## src/rtl/mult_div_unit_if.sv

```systemverilog
// Request/result bundle between the issue controller and the
// iterative multiply/divide stage.
interface mult_div_unit_if #(
    parameter int WIDTH = 32
);
    logic             start;
    logic [2:0]       op;
    logic [WIDTH-1:0] a;
    logic [WIDTH-1:0] b;
    logic             flush;
    logic             ready;
    logic             done;
    logic             div_by_zero;
    logic [WIDTH-1:0] hi;
    logic [WIDTH-1:0] lo;

    modport master (
        output start, op, a, b, flush,
        input  ready, done, div_by_zero, hi, lo
    );

    modport slave (
        input  start, op, a, b, flush,
        output ready, done, div_by_zero, hi, lo
    );
endinterface

```

## src/rtl/mult_div_unit.sv

```systemverilog
// Iterative MIPS multiply/divide stage owning the HI/LO registers.
// One shift-add or restoring shift-subtract step per cycle.
module mult_div_unit #(
    parameter int WIDTH = 32
) (
    input logic            clk,
    input logic            rst,
    mult_div_unit_if.slave bus
);
    localparam int CW = $clog2(WIDTH);

    typedef enum logic [1:0] {
        IDLE = 2'd0,
        BUSY = 2'd1,
        FIN  = 2'd2
    } state_t;

    state_t state_q, state_d;

    logic [CW-1:0]    cnt_q;
    logic [WIDTH-1:0] hi_q, lo_q;
    logic [WIDTH-1:0] acc_q, qm_q, opb_q;
    logic             is_div_q, neg_q, rneg_q, dz_q;
    logic             done_q, dbz_q;

    logic             ready, accept, step, fin_wr;
    logic             is_md, is_sgn, sa, sb, b_zero;
    logic [WIDTH-1:0] mag_a, mag_b;
    logic [WIDTH-1:0] addend, acc_d, qm_d;
    logic [WIDTH:0]   msum, shl, dif;
    logic             ge;
    logic [2*WIDTH-1:0] prod, prod_res;
    logic [WIDTH-1:0] quot, rem;

    always_ff @(posedge clk or posedge rst) begin
        if (rst) begin
            state_q <= IDLE;
        end else begin
            state_q <= state_d;
        end
    end

    always_comb begin
        state_d = state_q;
        unique case (state_q)
            IDLE: if (accept && is_md) state_d = BUSY;
            BUSY: begin
                if (bus.flush) begin
                    state_d = IDLE;
                end else if (cnt_q == CW'(WIDTH - 1)) begin
                    state_d = FIN;
                end
            end
            FIN:     state_d = IDLE;
            default: state_d = IDLE;
        endcase
    end

    always_comb begin
        ready  = (state_q == IDLE);
        accept = ready && bus.start && !bus.flush;
        step   = (state_q == BUSY) && !bus.flush && !dz_q;
        fin_wr = (state_q == FIN) && !bus.flush;
    end

    // Signed ops run on magnitudes; signs are reapplied at FIN
    always_comb begin
        is_md  = (bus.op[2] == 1'b0);
        is_sgn = ~bus.op[0];
        sa     = is_sgn & bus.a[WIDTH-1];
        sb     = is_sgn & bus.b[WIDTH-1];
        mag_a  = sa ? -bus.a : bus.a;
        mag_b  = sb ? -bus.b : bus.b;
        b_zero = (bus.b == '0);
    end

    always_comb begin
        addend = qm_q[0] ? opb_q : '0;
        msum   = {1'b0, acc_q} + {1'b0, addend};
        shl    = {acc_q, qm_q[WIDTH-1]};
        dif    = shl - {1'b0, opb_q};
        ge     = (shl >= {1'b0, opb_q});
        if (is_div_q) begin
            acc_d = ge ? dif[WIDTH-1:0] : shl[WIDTH-1:0];
            qm_d  = {qm_q[WIDTH-2:0], ge};
        end else begin
            acc_d = msum[WIDTH:1];
            qm_d  = {msum[0], qm_q[WIDTH-1:1]};
        end
    end

    always_comb begin
        prod     = {acc_q, qm_q};
        prod_res = neg_q ? -prod : prod;
        quot     = neg_q ? -qm_q : qm_q;
        rem      = rneg_q ? -acc_q : acc_q;
    end

    always_ff @(posedge clk or posedge rst) begin
        if (rst) begin
            cnt_q    <= '0;
            hi_q     <= '0;
            lo_q     <= '0;
            acc_q    <= '0;
            qm_q     <= '0;
            opb_q    <= '0;
            is_div_q <= 1'b0;
            neg_q    <= 1'b0;
            rneg_q   <= 1'b0;
            dz_q     <= 1'b0;
            done_q   <= 1'b0;
            dbz_q    <= 1'b0;
        end else begin
            done_q <= fin_wr;
            dbz_q  <= fin_wr & dz_q;
            if (accept && bus.op == 3'b100) hi_q <= bus.a;
            if (accept && bus.op == 3'b101) lo_q <= bus.a;
            if (accept && is_md) begin
                is_div_q <= bus.op[1];
                dz_q     <= bus.op[1] & b_zero;
                neg_q    <= sa ^ sb;
                rneg_q   <= sa;
                acc_q    <= '0;
                // divide-by-zero keeps the raw dividend for HI
                qm_q     <= (bus.op[1] & b_zero) ? bus.a : mag_a;
                opb_q    <= mag_b;
                cnt_q    <= '0;
            end
            if (step) begin
                acc_q <= acc_d;
                qm_q  <= qm_d;
            end
            if (state_q == BUSY) cnt_q <= cnt_q + 1'b1;
            if (fin_wr) begin
                if (dz_q) begin
                    hi_q <= qm_q;
                    lo_q <= '1;
                end else if (is_div_q) begin
                    hi_q <= rem;
                    lo_q <= quot;
                end else begin
                    {hi_q, lo_q} <= prod_res;
                end
            end
        end
    end

    assign bus.ready       = ready;
    assign bus.done        = done_q;
    assign bus.div_by_zero = dbz_q;
    assign bus.hi          = hi_q;
    assign bus.lo          = lo_q;
endmodule

```

## src/flat_wrapper.sv

```systemverilog
// flat-port wrapper written by rule: the top's interface ports become plain ports
module mult_div_unit_flat 
#(
    parameter int WIDTH = 32
)
  (clk, rst, bus_start, bus_op, bus_a, bus_b, bus_flush, bus_ready, bus_done, bus_div_by_zero, bus_hi, bus_lo);
  mult_div_unit_if #(.WIDTH(WIDTH)) bus_i ();
  input logic clk;
  input logic rst;
  input wire logic [$bits(bus_i.start)-1:0] bus_start;
  input wire logic [$bits(bus_i.op)-1:0] bus_op;
  input wire logic [$bits(bus_i.a)-1:0] bus_a;
  input wire logic [$bits(bus_i.b)-1:0] bus_b;
  input wire logic [$bits(bus_i.flush)-1:0] bus_flush;
  output wire logic [$bits(bus_i.ready)-1:0] bus_ready;
  output wire logic [$bits(bus_i.done)-1:0] bus_done;
  output wire logic [$bits(bus_i.div_by_zero)-1:0] bus_div_by_zero;
  output wire logic [$bits(bus_i.hi)-1:0] bus_hi;
  output wire logic [$bits(bus_i.lo)-1:0] bus_lo;
  assign bus_i.start = bus_start;
  assign bus_i.op = bus_op;
  assign bus_i.a = bus_a;
  assign bus_i.b = bus_b;
  assign bus_i.flush = bus_flush;
  assign bus_ready = bus_i.ready;
  assign bus_done = bus_i.done;
  assign bus_div_by_zero = bus_i.div_by_zero;
  assign bus_hi = bus_i.hi;
  assign bus_lo = bus_i.lo;
  mult_div_unit #(.WIDTH(WIDTH)) u_core (.clk(clk), .rst(rst), .bus(bus_i));
endmodule
```

## config.mk

```make
export PLATFORM = sky130hd
export DESIGN_NAME = mult_div_unit_flat
export DESIGN_NICKNAME = d
export VERILOG_FILES = /design/src/rtl/mult_div_unit_if.sv /design/src/rtl/mult_div_unit.sv /design/src/flat_wrapper.sv
export SDC_FILE = /design/constraint.sdc
export NUM_CORES = 1
export LEC_CHECK = 0
export BUFFER_PORTS_ARGS = -buffer_cell sky130_fd_sc_hd__buf_2
export CORE_MARGIN = 3
export CORE_UTILIZATION = 55
export CTS_BUF_LIST = sky130_fd_sc_hd__clkbuf_16
export DETAILED_ROUTE_END_ITERATION = 10
export GPL_ROUTABILITY_DRIVEN = 0
export MAX_ROUTING_LAYER = met4
export PLACE_DENSITY = 0.83
export SLEW_MARGIN = 0
export SYNTH_ARGS = -nofsm -noshare
export SYNTH_HDL_FRONTEND = slang
export SYNTH_SLANG_ARGS = --single-unit
```

## constraint.sdc

```tcl
create_clock -name clk -period 8.95 [get_ports clk]
set_input_delay 1.79 -clock clk [delete_from_list [all_inputs] [get_ports clk]]
set_output_delay 1.79 -clock clk [all_outputs]
set_load 0.01 [all_outputs]
```

==> results.json, run 1 <==
{
  "clock_latency_ps": 450,
  "row_count": 59,
  "cts.sinks": 173,
  "cp_slowest_stage_delay_ps": 930,
  "cts_hold_buffers": 0,
  "syn_nets": 1966,
  "fin_skew_ps": 16.53,
  "grt_pass1_vias": 13450,
  "cp-start-kind": "input pin",
  "hpwl_microns": 31920,
  "cts_setup_buffers": 0,
  "grt-ovfl-total": 0,
  "h-tree-depth": 4,
  "start_util_pct": 56.01,
  "ios": 138,
  "drt-wirelength-per-cell_microns": 19.77,
  "worstPathArrival_ps": 4690,
  "wirelength_microns": 44120,
  "status": "finished, final reports clean",
  "core_sq_um": 26130,
  "ir_worst_vdd_mv": 0.1435,
  "postRouteAntennaNets": 0,
  "cap_violations": 0,
  "drt_iter0_markers": 1751,
  "routed_via_density": 6.517,
  "numPortBuffers": 137,
  "end_kind": "flip-flop",
  "ys.flop_type": "dfrtp_1",
  "fmax_ghz": 0.2264,
  "cts_buffer_depth": 2,
  "synthDominantCellAreaShare_pct": 29.58,
  "die_height_microns": 169.1,
  "synth.most_common_cell": "nand2_1",
  "synthCells": 1823,
  "fin_ws_ps": 4533,
  "fillers": 2276,
  "syn_area_sq_um": 14640,
  "hold_class": "flip-flop to flip-flop",
  "post-place-ws_ps": 4215,
  "stdcell_count": 2232,
  "p_per_area_nw_per_um2": 299.5,
  "die_w_microns": 169.1,
  "fin_setup_tns_ps": 0,
  "ys_types": 78,
  "ys_top_cells_by_area": "dfrtp_1, mux2i_1, o21ai_0, ha_1, xor2_1",
  "setup_viol": 0,
  "rsz0062_at_grt": "false",
  "regToRegSetupSlack_ps": 4710,
  "yosysTopAreaCell": "dfrtp_1",
  "grt_usage_pct": 30.72,
  "path_max_fanout": 26,
  "area_growth_pct": 9.308,
  "multi_input_area_sq_um": 9647,
  "grt_max_degree": 109,
  "final-seq-area_sq_um": 4330,
  "layout_min_cycle_time_ps": 4417,
  "synth-seq-area-share_pct": 29.58,
  "clk_pin_slew_ps": 70,
  "dr.pass1.iters": 6,
  "grt_pass1_wl_microns": 69870,
  "path_cells": "buf_2 > inv_1 > ha_1 > inv_1 > nor3_2 > and3_1 > nand3_1 > or2_1 > nor2b_2 > o21ai_0 > xor2_1 > o221ai_1",
  "vias": 14550,
  "slowest_stage": "nor2b_2",
  "drv_slew": 0,
  "fin_crit_sh_pct": 49.35,
  "cts_buffers": 17,
  "required_ps": 9220,
  "crit_top_cell": "inv_1",
  "yosys_warnings": 0,
  "timing.max_slew.rel_slack_pct": 24.80,
  "root_buffer": "clkbuf_16",
  "leakagePower_nw": 7.358,
  "drc": 0,
  "layout-drive-gt1-share_pct": 11.45,
  "critical_path_class": "input pin to flip-flop",
  "fin_util_pct": 61.23,
  "report.final.hold_viol_count": 0,
  "ctsResizeCount": 0,
  "worstMarginPinSlew_ps": 1128,
  "dp_cells": 2198,
  "synthArstFlopShare_pct": 100.0,
  "cts_tree": "built",
  "dieArea_sq_um": 28610,
  "nNetsFinal": 2025,
  "grt_antenna_before_repair": 2,
  "synthTopCellsByCount": "nand2_1, o21ai_0, dfrtp_1",
  "synth_edf_count": 0,
  "synth_area_per_cell_sq_um": 8.030,
  "ys_seq_elements": 173
}
layer usage:
| layer | up-vias | share of wire, % | track usage (%) |
|---|---|---|---|
| li1 | 6706 | - | - |
| met1 | 6812 | 41 | 40.68 |
| met2 | 891 | 45 | 48.07 |
| met3 | 137 | 10 | 5.125 |
| met4 | 0 | 3.2 | 10.63 |
| met5 | - | 0 | - |
kinds of logic (layout without fill, tap and decap cells):
kind of cell               count (synthesis)  in the layout  synth area share [%]
AOI/OAI and AO/OA                        567            567                 24.32
other                                      0              2                     0
muxes                                     92             92                 6.300
buffers and inverters                    178            250                 4.641
xor gates and xnor gates                 173            173                 10.35
DFF                                      173            173                 29.58
and+or+nand+nor                          568            568                 18.56
adders and majority gates                 72             72                 6.257
registers in the layout (all words and copies together), names as in the netlist:
register,count
u_core.bus.done,1
u_core.acc_q,32
u_core.dz_q,1
u_core.bus.div_by_zero,1
u_core.neg_q,1
u_core.is_div_q,1
u_core.bus.hi,32
u_core.opb_q,32
u_core.cnt_q,5
u_core.bus.lo,32
u_core.rneg_q,1
u_core.state_q,2
u_core.qm_q,32
critical path: cells and delay by family:
family / cells / cell delay [ps]
compound gates: 2 / 500
xor+xnor: 1 / 240
fa+ha+maj: 1 / 220
simple gates: 5 / 1680
buf+inv: 3 / 240
final timing paths:
kind,to,start,depth (start not counted)
worst max-delay path,u_core.qm_q[19]$_DFFE_PP0P_,bus_b[0],12
worst min-delay path,u_core.opb_q[6]$_DFFE_PP0P_,u_core.opb_q[6]$_DFFE_PP0P_,2
worst max register to register,u_core.acc_q[29]$_DFFE_PP0P_,u_core.qm_q[0]$_DFFE_PP0P_,12
worst min register to register,u_core.opb_q[6]$_DFFE_PP0P_,u_core.opb_q[6]$_DFFE_PP0P_,2
max in group asynchronous,u_core.acc_q[22]$_DFFE_PP0P_,rst,3
min in group asynchronous,u_core.bus.lo[6]$_DFFE_PP0P_,rst,2
where the power goes:
group	switching (mW)	internal, mW	leakage [nW]
Clock	0.361	0.365	0.265
Sequential	0.378	0.993	2.18
Combinational	1.59	1.10	4.91
Total	2.33	2.46	7.36
cell usage in the layout, fill, tap and decap left out, types with 8 or more instances in the layout:
cell / synthesis / layout
nand2_1: 200 / 199
o21ai_0: 181 / 181
dfrtp_1: 173 / 172
nor2_1: 150 / 148
a21oi_1: 138 / 138
buf_2: 8 / 137
mux2i_1: 91 / 91
xor2_1: 91 / 91
xnor2_1: 82 / 82
ha_1: 70 / 70
inv_1: 65 / 65
a22oi_1: 40 / 40
nor3_1: 38 / 38
nand3_1: 37 / 37
o31ai_1: 27 / 27
a31oi_1: 24 / 24
a21o_1: 23 / 23
and3_1: 20 / 20
o221ai_1: 20 / 20
a211oi_1: 17 / 17
clkbuf_16: 0 / 17
nor4_1: 16 / 16
buf_4: 0 / 15
or4_1: 13 / 13
nand2b_1: 12 / 12
o21a_1: 12 / 12
nor2b_1: 12 / 11
nand3b_1: 11 / 11
or3_1: 11 / 11
o22ai_1: 11 / 11
o41ai_1: 11 / 11
inv_6: 0 / 9
nand4_1: 8 / 8
and2_1: 8 / 8
o21bai_1: 8 / 8
stage by stage:
step,total power [mW],hold slack [ps],area [sq um]
after detailed placement,3.972,472.5,15450
after global routing,5.100,513.4,16000
after global placement,3.882,460.7,15450
after floorplan,3.269,449.8,14640
after CTS,4.704,487.2,16000
final,4.792,480.7,16000
cell type report:
class                   count  share of cell area [%]
clock buffers              17                   2.659
repair buffers            152                   4.989
clock inverters            15                  0.7663
flip-flops and latches    173                   27.06
well taps                 335                   2.620
inverters                  66                   1.580
diodes                      2                 0.03128
multi-input cells        1472                   60.29
Note: power is estimated with default switching activity, not from simulation.
==> run 2: changes to the inputs <==
PLACE_DENSITY = 0.86   (was 0.83)
clock period = 3.7 ns   (was 8.95 ns; I/O delays follow)
==> results.json, run 2 (synthesis results as in run 1) <==
{
  "status": "finished, final reports clean",
  "grt-ovfl-total": 0,
  "row_count": 59,
  "routed_via_density": 6.643,
  "rsz0062_at_grt": "false",
  "dp_cells": 2236,
  "cts.sinks": 173,
  "cp-start-kind": "flip-flop",
  "required_ps": 4020,
  "drt_iter0_markers": 1849,
  "die_height_microns": 169.1,
  "drt-wirelength-per-cell_microns": 20.08,
  "grt_pass1_vias": 14270,
  "stdcell_count": 2268,
  "ios": 138,
  "end_kind": "flip-flop",
  "leakagePower_nw": 7.564,
  "hold_class": "input pin to async pin",
  "postRouteAntennaNets": 0,
  "critical_path_class": "flip-flop to flip-flop",
  "path_cells": "ha_1 > nor2b_1 > o2111a_1 > o211a_1 > nor4_1 > o21ba_2 > a2111oi_4 > or2_2 > buf_12 > a21oi_1 > a221o_1",
  "cts_setup_buffers": 0,
  "ir_worst_vdd_mv": 0.5049,
  "cts_hold_buffers": 0,
  "fin_skew_ps": 19.52,
  "post-place-ws_ps": 90.02,
  "dr.pass1.iters": 7,
  "p_per_area_nw_per_um2": 733.1,
  "cap_violations": 0,
  "fillers": 2215,
  "setup_viol": 0,
  "hpwl_microns": 33150,
  "hold_ws_ps": 323.8,
  "cp_slowest_stage_delay_ps": 660,
  "timing.max_slew.rel_slack_pct": 24.19,
  "crit_family": "compound AO/OA/AOI/OAI gates",
  "vias": 15070,
  "layout_common_cells": "nand2_1, o21ai_0, dfrtp_1",
  "grt_antenna_before_repair": 1,
  "path_max_fanout": 34,
  "cts_buffer_depth": 2,
  "area_growth_pct": 11.63,
  "slowest_stage": "a2111oi_4",
  "worstMarginPinSlew_ps": 1132,
  "nNetsFinal": 2063,
  "fin_ws_ps": 194.5,
  "numPortBuffers": 137,
  "cts_buffers": 17,
  "layout-drive-gt1-share_pct": 13.25,
  "grt_usage_pct": 31.90,
  "dpl_cell_area_sq_um": 15770,
  "worstPathArrival_ps": 3830,
  "critPathBufInv": 1,
  "grt_pass1_wl_microns": 72590,
  "fmax_ghz": 0.2853,
  "core_sq_um": 26130,
  "report.final.hold_viol_count": 0,
  "drc": 0,
  "wirelength_microns": 45540,
  "fin_crit_sh_pct": 94.74,
  "clk_pin_slew_ps": 80,
  "grt_max_degree": 70,
  "start_util_pct": 56.01,
  "drv_slew": 0,
  "die_w_microns": 169.1,
  "final_area_sq_um": 16340,
  "root_buffer": "clkbuf_16",
  "clock_latency_ps": 450,
  "dieArea_sq_um": 28610,
  "fin_setup_tns_ps": 0,
  "cts_tree": "built",
  "layout_min_cycle_time_ps": 3505,
  "h-tree-depth": 4,
  "final_common_cell": "nand2_1"
}
[run 2: cell types whose count changed in the layout (fill, tap and decap cells not counted), sizes merged]
| cell | previous run | this run |
|---|---|---|
| buf | 152 | 190 |
| inv | 76 | 72 |
| clkinv | 2 | 4 |
| bufinv | 0 | 1 |
| diode | 2 | 1 |
[run 2: per-stage QoR]
stage | utilization, % | total power, mW
final | 62.53 | 11.98
after global routing | 62.53 | 12.67
after CTS | 62.48 | 11.69
after detailed placement | 60.34 | 9.867
after global placement | 60.34 | 9.592
after floorplan | - | 7.907
[run 2: worst paths after layout]
kind                                         startpoint                            to  slack, ps  cells past startpoint
min in group clk           u_core.opb_q[13]$_DFFE_PP0P_  u_core.opb_q[13]$_DFFE_PP0P_        480                      2
setup reg to reg            u_core.acc_q[0]$_DFFE_PP0P_   u_core.acc_q[0]$_DFFE_PP0P_        190                     11
setup / recovery            u_core.acc_q[0]$_DFFE_PP0P_   u_core.acc_q[0]$_DFFE_PP0P_        190                     11
hold reg to reg            u_core.opb_q[13]$_DFFE_PP0P_  u_core.opb_q[13]$_DFFE_PP0P_        480                      2
hold / removal                                      rst    u_core.qm_q[2]$_DFFE_PP0P_        320                      2
max in group asynchronous                           rst  u_core.opb_q[27]$_DFFE_PP0P_       2500                      3
[run 2: power breakdown]
| part | internal [mW] | switching (mW) | total [mW] |
|---|---|---|---|
| Combinational | 2.85 | 4.15 | 7.00 |
| Sequential | 2.41 | 0.775 | 3.18 |
| Clock | 0.939 | 0.859 | 1.80 |
[run 2: cell type report]
cell class | instances | area [sq um] | share of cell area, %
Tap cell | 335 | 419.2 | 2.565
Sequential cell | 173 | 4330 | 26.50
Multi-Input combinational cell | 1472 | 9653 | 59.07
Clock buffer | 17 | 425.4 | 2.603
Clock inverter | 14 | 133.9 | 0.8193
Inverter | 66 | 251.5 | 1.539
Antenna cell | 1 | 2.502 | 0.01531
Timing Repair Buffer | 190 | 1125 | 6.884
[run 2: layer usage]
layer	vias up	global-route usage [%]	part of all wire (%)
met5	-	-	0
met4	0	13.87	4.6
met3	221	6.546	12
met2	1097	49.24	45
met1	6979	40.86	38
li1	6769	-	-
[run 2: what timing repair did]
action	in CTS	in global routing
gates resized for setup	0	2
endpoints found under the hold margin	0	0
setup endpoints to repair	0	5
